**config.mk**
```make
export PLATFORM = sky130hd
export DESIGN_NAME = lcd_cmd_issuer
export DESIGN_NICKNAME = d
export VERILOG_FILES = /design/src/rtl/lcd_cmd_issuer.sv
export SDC_FILE = /design/constraint.sdc
export NUM_CORES = 1
export LEC_CHECK = 0
export CORE_MARGIN = 5
export CORE_UTILIZATION = 25
export CTS_CLUSTER_SIZE = 12
export DETAILED_ROUTE_END_ITERATION = 12
export GPL_TIMING_DRIVEN = 1
export PLACE_DENSITY = 0.44
export RECOVER_POWER = 100
export SETUP_SLACK_MARGIN = 0.5
export SLEW_MARGIN = 10
export SYNTH_ARGS = -nofsm -noshare
export SYNTH_HDL_FRONTEND = slang
export SYNTH_SLANG_ARGS = --single-unit
```
**constraint.sdc**
```tcl
create_clock -name clk -period 3.16 [get_ports clk]
set_input_delay 0.474 -clock clk [delete_from_list [all_inputs] [get_ports clk]]
set_output_delay 0.474 -clock clk [all_outputs]
set_load 0.005 [all_outputs]
```
**src/rtl/lcd_cmd_issuer.sv**
```systemverilog
// lcd_cmd_issuer
//   Upstream command stage for the LCD image controller. Host opcodes are
//   screened for legality (0x0-0xB) and buffered in a DEPTH-entry FIFO. One
//   command at a time is issued to the controller, and only while it reports
//   not-busy. After an issue, the block waits for the controller to go busy.
//   It gives up after TIMEOUT cycles and drops that command. When the write
//   command (opcode 0) completes with a done pulse, the block parks in a
//   terminal state and reports sequence completion.
//
// Ports
//   clk            system clock, rising edge
//   reset          synchronous, active-high reset
//   host_cmd       opcode from host
//   host_valid     host_cmd valid this cycle
//   host_ready     block accepts host_cmd this cycle (combinational)
//   lcd_cmd        opcode to controller (registered, held after issue)
//   lcd_cmd_valid  single-cycle issue strobe (registered)
//   lcd_busy       controller busy
//   lcd_done       controller done pulse
//   fifo_count     commands currently buffered
//   issued_cnt     commands issued since reset, 8-bit wrap
//   seq_done       sticky: write command completed
//   err_drop       one-cycle pulse: illegal opcode consumed and dropped
//   err_timeout    one-cycle pulse: controller never went busy after issue

module lcd_cmd_issuer #(
  parameter int unsigned DEPTH   = 8,
  parameter int unsigned TIMEOUT = 15
) (
  input  logic                     clk,
  input  logic                     reset,
  input  logic [3:0]               host_cmd,
  input  logic                     host_valid,
  output logic                     host_ready,
  output logic [3:0]               lcd_cmd,
  output logic                     lcd_cmd_valid,
  input  logic                     lcd_busy,
  input  logic                     lcd_done,
  output logic [$clog2(DEPTH):0]   fifo_count,
  output logic [7:0]               issued_cnt,
  output logic                     seq_done,
  output logic                     err_drop,
  output logic                     err_timeout
);

  localparam int unsigned PtrW = $clog2(DEPTH);
  localparam int unsigned CntW = PtrW + 1;
  localparam int unsigned ToW  = $clog2(TIMEOUT + 1);

  localparam logic [CntW-1:0] FullCount = CntW'(DEPTH);
  // Last value of the wait counter before the timeout fires.
  localparam logic [ToW-1:0]  ToLast    = ToW'(TIMEOUT - 1);

  typedef enum logic [1:0] {
    StWait,
    StAck,
    StBusy,
    StFin
  } state_e;

  state_e            state_q;

  // FIFO storage and bookkeeping
  logic [3:0]        mem_q [DEPTH];
  logic [PtrW-1:0]   wr_ptr_q;
  logic [PtrW-1:0]   rd_ptr_q;
  logic [CntW-1:0]   count_q;

  // Registered outputs and tracking state
  logic [3:0]        lcd_cmd_q;
  logic              lcd_cmd_valid_q;
  logic [7:0]        issued_cnt_q;
  logic              seq_done_q;
  logic              err_drop_q;
  logic              err_timeout_q;
  logic [ToW-1:0]    to_cnt_q;
  logic              done_seen_q;

  logic              cmd_legal;
  logic              push;
  logic              push_legal;
  logic              pop;

  //--------------------------------------------------------------------------
  // Handshake decode
  //--------------------------------------------------------------------------
  assign cmd_legal  = (host_cmd < 4'hC);
  // Readiness ignores a same-cycle pop, so a full FIFO stalls the host for a
  // cycle even when a command is leaving.
  assign host_ready = (count_q < FullCount) && (state_q != StFin);
  assign push       = host_valid && host_ready;
  assign push_legal = push && cmd_legal;
  // Popping only from StWait with busy low means the issue strobe always
  // follows a cycle in which the controller was idle.
  assign pop        = (state_q == StWait) && !lcd_busy && (count_q != '0);

  //--------------------------------------------------------------------------
  // FIFO
  //--------------------------------------------------------------------------
  always_ff @(posedge clk) begin
    if (push_legal) begin
      mem_q[wr_ptr_q] <= host_cmd;
    end
  end

  always_ff @(posedge clk) begin
    if (reset) begin
      wr_ptr_q <= '0;
      rd_ptr_q <= '0;
      count_q  <= '0;
    end else begin
      if (push_legal) begin
        wr_ptr_q <= wr_ptr_q + PtrW'(1);
      end
      if (pop) begin
        rd_ptr_q <= rd_ptr_q + PtrW'(1);
      end
      case ({push_legal, pop})
        2'b10:   count_q <= count_q + CntW'(1);
        2'b01:   count_q <= count_q - CntW'(1);
        default: count_q <= count_q;
      endcase
    end
  end

  //--------------------------------------------------------------------------
  // Issue FSM with registered outputs
  //--------------------------------------------------------------------------
  always_ff @(posedge clk) begin
    if (reset) begin
      state_q         <= StWait;
      lcd_cmd_q       <= 4'h0;
      lcd_cmd_valid_q <= 1'b0;
      issued_cnt_q    <= 8'd0;
      seq_done_q      <= 1'b0;
      err_drop_q      <= 1'b0;
      err_timeout_q   <= 1'b0;
      to_cnt_q        <= '0;
      done_seen_q     <= 1'b0;
    end else begin
      // Pulse outputs default low.
      lcd_cmd_valid_q <= 1'b0;
      err_timeout_q   <= 1'b0;
      err_drop_q      <= push && !cmd_legal;

      case (state_q)
        StWait: begin
          if (pop) begin
            lcd_cmd_q       <= mem_q[rd_ptr_q];
            lcd_cmd_valid_q <= 1'b1;
            issued_cnt_q    <= issued_cnt_q + 8'd1;
            to_cnt_q        <= '0;
            done_seen_q     <= 1'b0;
            state_q         <= StAck;
          end
        end

        StAck: begin
          if (lcd_done) begin
            done_seen_q <= 1'b1;
          end
          if (lcd_busy) begin
            state_q <= StBusy;
          end else if (to_cnt_q == ToLast) begin
            // Controller never acknowledged; the command is abandoned.
            err_timeout_q <= 1'b1;
            state_q       <= StWait;
          end else begin
            to_cnt_q <= to_cnt_q + ToW'(1);
          end
        end

        StBusy: begin
          if (lcd_done) begin
            done_seen_q <= 1'b1;
          end
          if (!lcd_busy) begin
            // A done pulse coincident with busy falling still counts.
            if ((lcd_cmd_q == 4'h0) && (done_seen_q || lcd_done)) begin
              seq_done_q <= 1'b1;
              state_q    <= StFin;
            end else begin
              state_q <= StWait;
            end
          end
        end

        StFin: begin
          seq_done_q <= 1'b1;
        end

        default: begin
          state_q <= StWait;
        end
      endcase
    end
  end

  assign lcd_cmd       = lcd_cmd_q;
  assign lcd_cmd_valid = lcd_cmd_valid_q;
  assign fifo_count    = count_q;
  assign issued_cnt    = issued_cnt_q;
  assign seq_done      = seq_done_q;
  assign err_drop      = err_drop_q;
  assign err_timeout   = err_timeout_q;

endmodule

```
==> flow_summary.json <==
{
  "cts-buffers-inserted": 9,
  "slew_headroom_pct": 22.3,
  "synth_warnings": 0,
  "cpPeakStageDelay_ns": 0.65,
  "clock_power_share_pct": 34.2,
  "cts_tree": "done",
  "power.switching_w": 0.000938,
  "antenna_cells": 0,
  "wirelength_um": 6400,
  "crit_path_top_delay_cell": "dlygate4sd3_1",
  "cts.sinks": 65,
  "period_needed_ns": 2.61,
  "met1_usage_pct": 11.7,
  "finalCritPeriodShare_pct": 82.5,
  "layout_common_cells": "dfxtp_1 (32), edfxtp_1 (32), nor2_1 (28), dlygate4sd3_1 (23)",
  "finalMaxSlewViolations": 0,
  "irDropWorstVdd_mv": 0.293,
  "path_class": "in2reg",
  "p_comb_share_pct": 28.3,
  "die_h_um": 117,
  "fillCellCount": 1174,
  "ys_seq_elements": 65,
  "cts_root_buf": "clkbuf_16",
  "synth_seq_area_share_pct": 56.2,
  "timing.hold.ws_ns": 0.469,
  "synth_cell_type_count": 46,
  "setup_viol": 0,
  "worst_ep_required_time_ns": 3.43,
  "tightest_slew_ns": 1.14,
  "status": "complete, no violations",
  "synth-edff-count": 32,
  "dp.cells": 416,
  "synth_area_sq_um": 2880,
  "swShare_pct": 32.0,
  "cts.htree.levels": 3,
  "rsz0062_at_grt": "false",
  "vias_per_cell": 4.47,
  "start_kind": "input port",
  "layout.nets": 306,
  "area_growth_pct": 26.3,
  "fin_setup_tns_ns": 0,
  "fp-row-count": 39,
  "p_int_w": 0.00199,
  "io-pin-count": 30,
  "vias": 1932,
  "holdPathStages": 2,
  "hold_class": "reg2reg",
  "grt_pass1_vias": 1985,
  "layout-drive-gt1-share_pct": 11.4,
  "grt_max_degree": 20,
  "first_pass_iters": 4,
  "synth_async_sr_flop_share_pct": 0,
  "use_met2_pct": 16.0,
  "drt_iter0_markers": 69,
  "maxCapViolations": 0,
  "worstPathArrival_ns": 2.87,
  "port_buffers": 29,
  "reg2reg_depth": 10,
  "hold_viol": 0,
  "cp_cell_sequence": "dlygate4sd3_1, nand2_1, nand3_1, ha_1, xor2_1, ha_1, a21oi_1, xor2_1, or3_1, a21oi_1",
  "syn_nets": 267,
  "place.gp.congestion": 0.753,
  "drc": 0,
  "drtAntennaViolNets": 0,
  "busiest_layer": "met2",
  "fmaxAchievable_mhz": 383,
  "gr-total-overflow": 0,
  "antenna_found_initial": 0,
  "die_x_um": 117,
  "track_usage_pct": 9.84,
  "clkTransAtPathRegs_ns": 0.06,
  "fin_cells": 432,
  "gr-usage-met3_pct": 3.80,
  "clkLatencyLatePin_ns": 0.34,
  "p_seq_share_pct": 37.5,
  "p_leak_nw": 1.32,
  "postCtsHoldBufs": 0,
  "start_util_pct": 25.4,
  "powerDensity_nw_per_um2": 804,
  "avgRoutedWirePerCell_um": 14.8,
  "worst_clock_skew_ns": 0.00586,
  "core_sq_um": 11400,
  "netlist_instances": 245,
  "grt_first_pass_wirelength_um": 10600,
  "synthFlopType": "dfxtp_1",
  "hpwl_um": 4510,
  "critPathCaptureType": "flip-flop",
  "fp.dieArea_sq_um": 13800,
  "crit_fanout": 9,
  "avgSynthCellArea_sq_um": 11.8,
  "clk_path_buf_depth": 2
}
[worst paths after layout]
kind               start       endpoint  slack, ns
max          host_cmd[2]  fifo_count[2]       0.55
min             seq_done       seq_done       0.47
max reg2reg   state_q[1]  fifo_count[2]       0.56
min reg2reg     seq_done       seq_done       0.47
[per-layer routing]
layer | vias to the layer above | share of wire [%]
li1 | 984 | -
met1 | 915 | 44
met2 | 25 | 51
met3 | 8 | 3.7
met4 | 0 | 1.6
met5 | - | 0
[state kept, by name, indices dropped and copies added (netlist names)]
name / cells
done_seen_q: 1
err_drop: 1
err_timeout: 1
fifo_count: 4
issued_cnt: 8
lcd_cmd: 4
lcd_cmd_valid: 1
mem_q: 32
rd_ptr_q: 3
seq_done: 1
state_q: 2
to_cnt_q: 4
wr_ptr_q: 3
[kinds of logic after synthesis]
logic type	Yosys count	share of synthesized area (%)
compound gates	39	8.29
xor+xnor	12	3.64
fa+ha+maj	13	5.64
buf+inv	14	2.30
flops	65	56.2
mux	11	7.33
simple gates	91	16.6
[layout make-up]
type	instances	area (sq um)	area share [%]
sequential	65	1620	44.6
timing repair buffer	37	328	9.00
tap	143	179	4.91
inverter	5	21.3	0.584
multi-input combinational	166	1190	32.6
clock buffer	9	225	6.18
clock inverter	7	77.6	2.13
[what timing repair did]
item                       4_1_cts  5_1_grt
setup endpoints to repair        0        1
gates resized for setup          0        7
setup buffers                    0        0
[cell usage after synthesis, types with 2 or more instances]
master	instances	area, sq um
or4_1	3	22.5
a311oi_1	2	17.5
and2_1	2	12.5
and4_1	2	17.5
clkbuf_1	4	15.0
ha_1	13	163
buf_2	2	10.0
dfxtp_1	33	661
and3_1	2	12.5
nand4_1	7	43.8
xor2_1	10	87.6
nand2b_1	7	43.8
o22ai_1	6	37.5
nor3b_1	2	15.0
nor2_1	28	105
mux4_2	8	180
nor3_1	10	50.1
nand3_1	4	20.0
nand2_1	15	56.3
a21oi_1	15	75.1
inv_1	4	15.0
xnor2_1	2	17.5
mux2i_1	2	20.0
o21ai_0	9	45.0
edfxtp_1	32	961
[power by group through the flow]
stage	Sequential, W	Combinational, W	Clock (W)
global route	0.00112	0.000936	0.00107
finish	0.00110	0.000829	0.00100
CTS	0.00110	0.000871	0.00103
detailed placement	0.00112	0.000867	0
floorplan	0.00106	0.000618	0
global placement	0.00112	0.000869	0
[critical path: cells and delay by family]
family,cells,cell delay (ns)
buffers and inverters,1,0.65
adders and majority gates,2,0.52
and+or+nand+nor,3,0.70
AOI/OAI and AO/OA,2,0.28
xor gates and xnor gates,2,0.25
[per-stage QoR]
step | setup slack (ns) | power [W] | utilization, % | area, sq um
after floorplan | 0.605 | 0.00168 | - | 2880
after global placement | 0.342 | 0.00199 | 29.6 | 3370
after detailed placement | 0.302 | 0.00199 | 29.6 | 3370
after CTS | 0.512 | 0.00300 | 32.3 | 3670
after global routing | 0.329 | 0.00312 | 32.0 | 3640
final | 0.552 | 0.00293 | 32.0 | 3640
No activity file was read; power rests on OpenSTA's default activity.
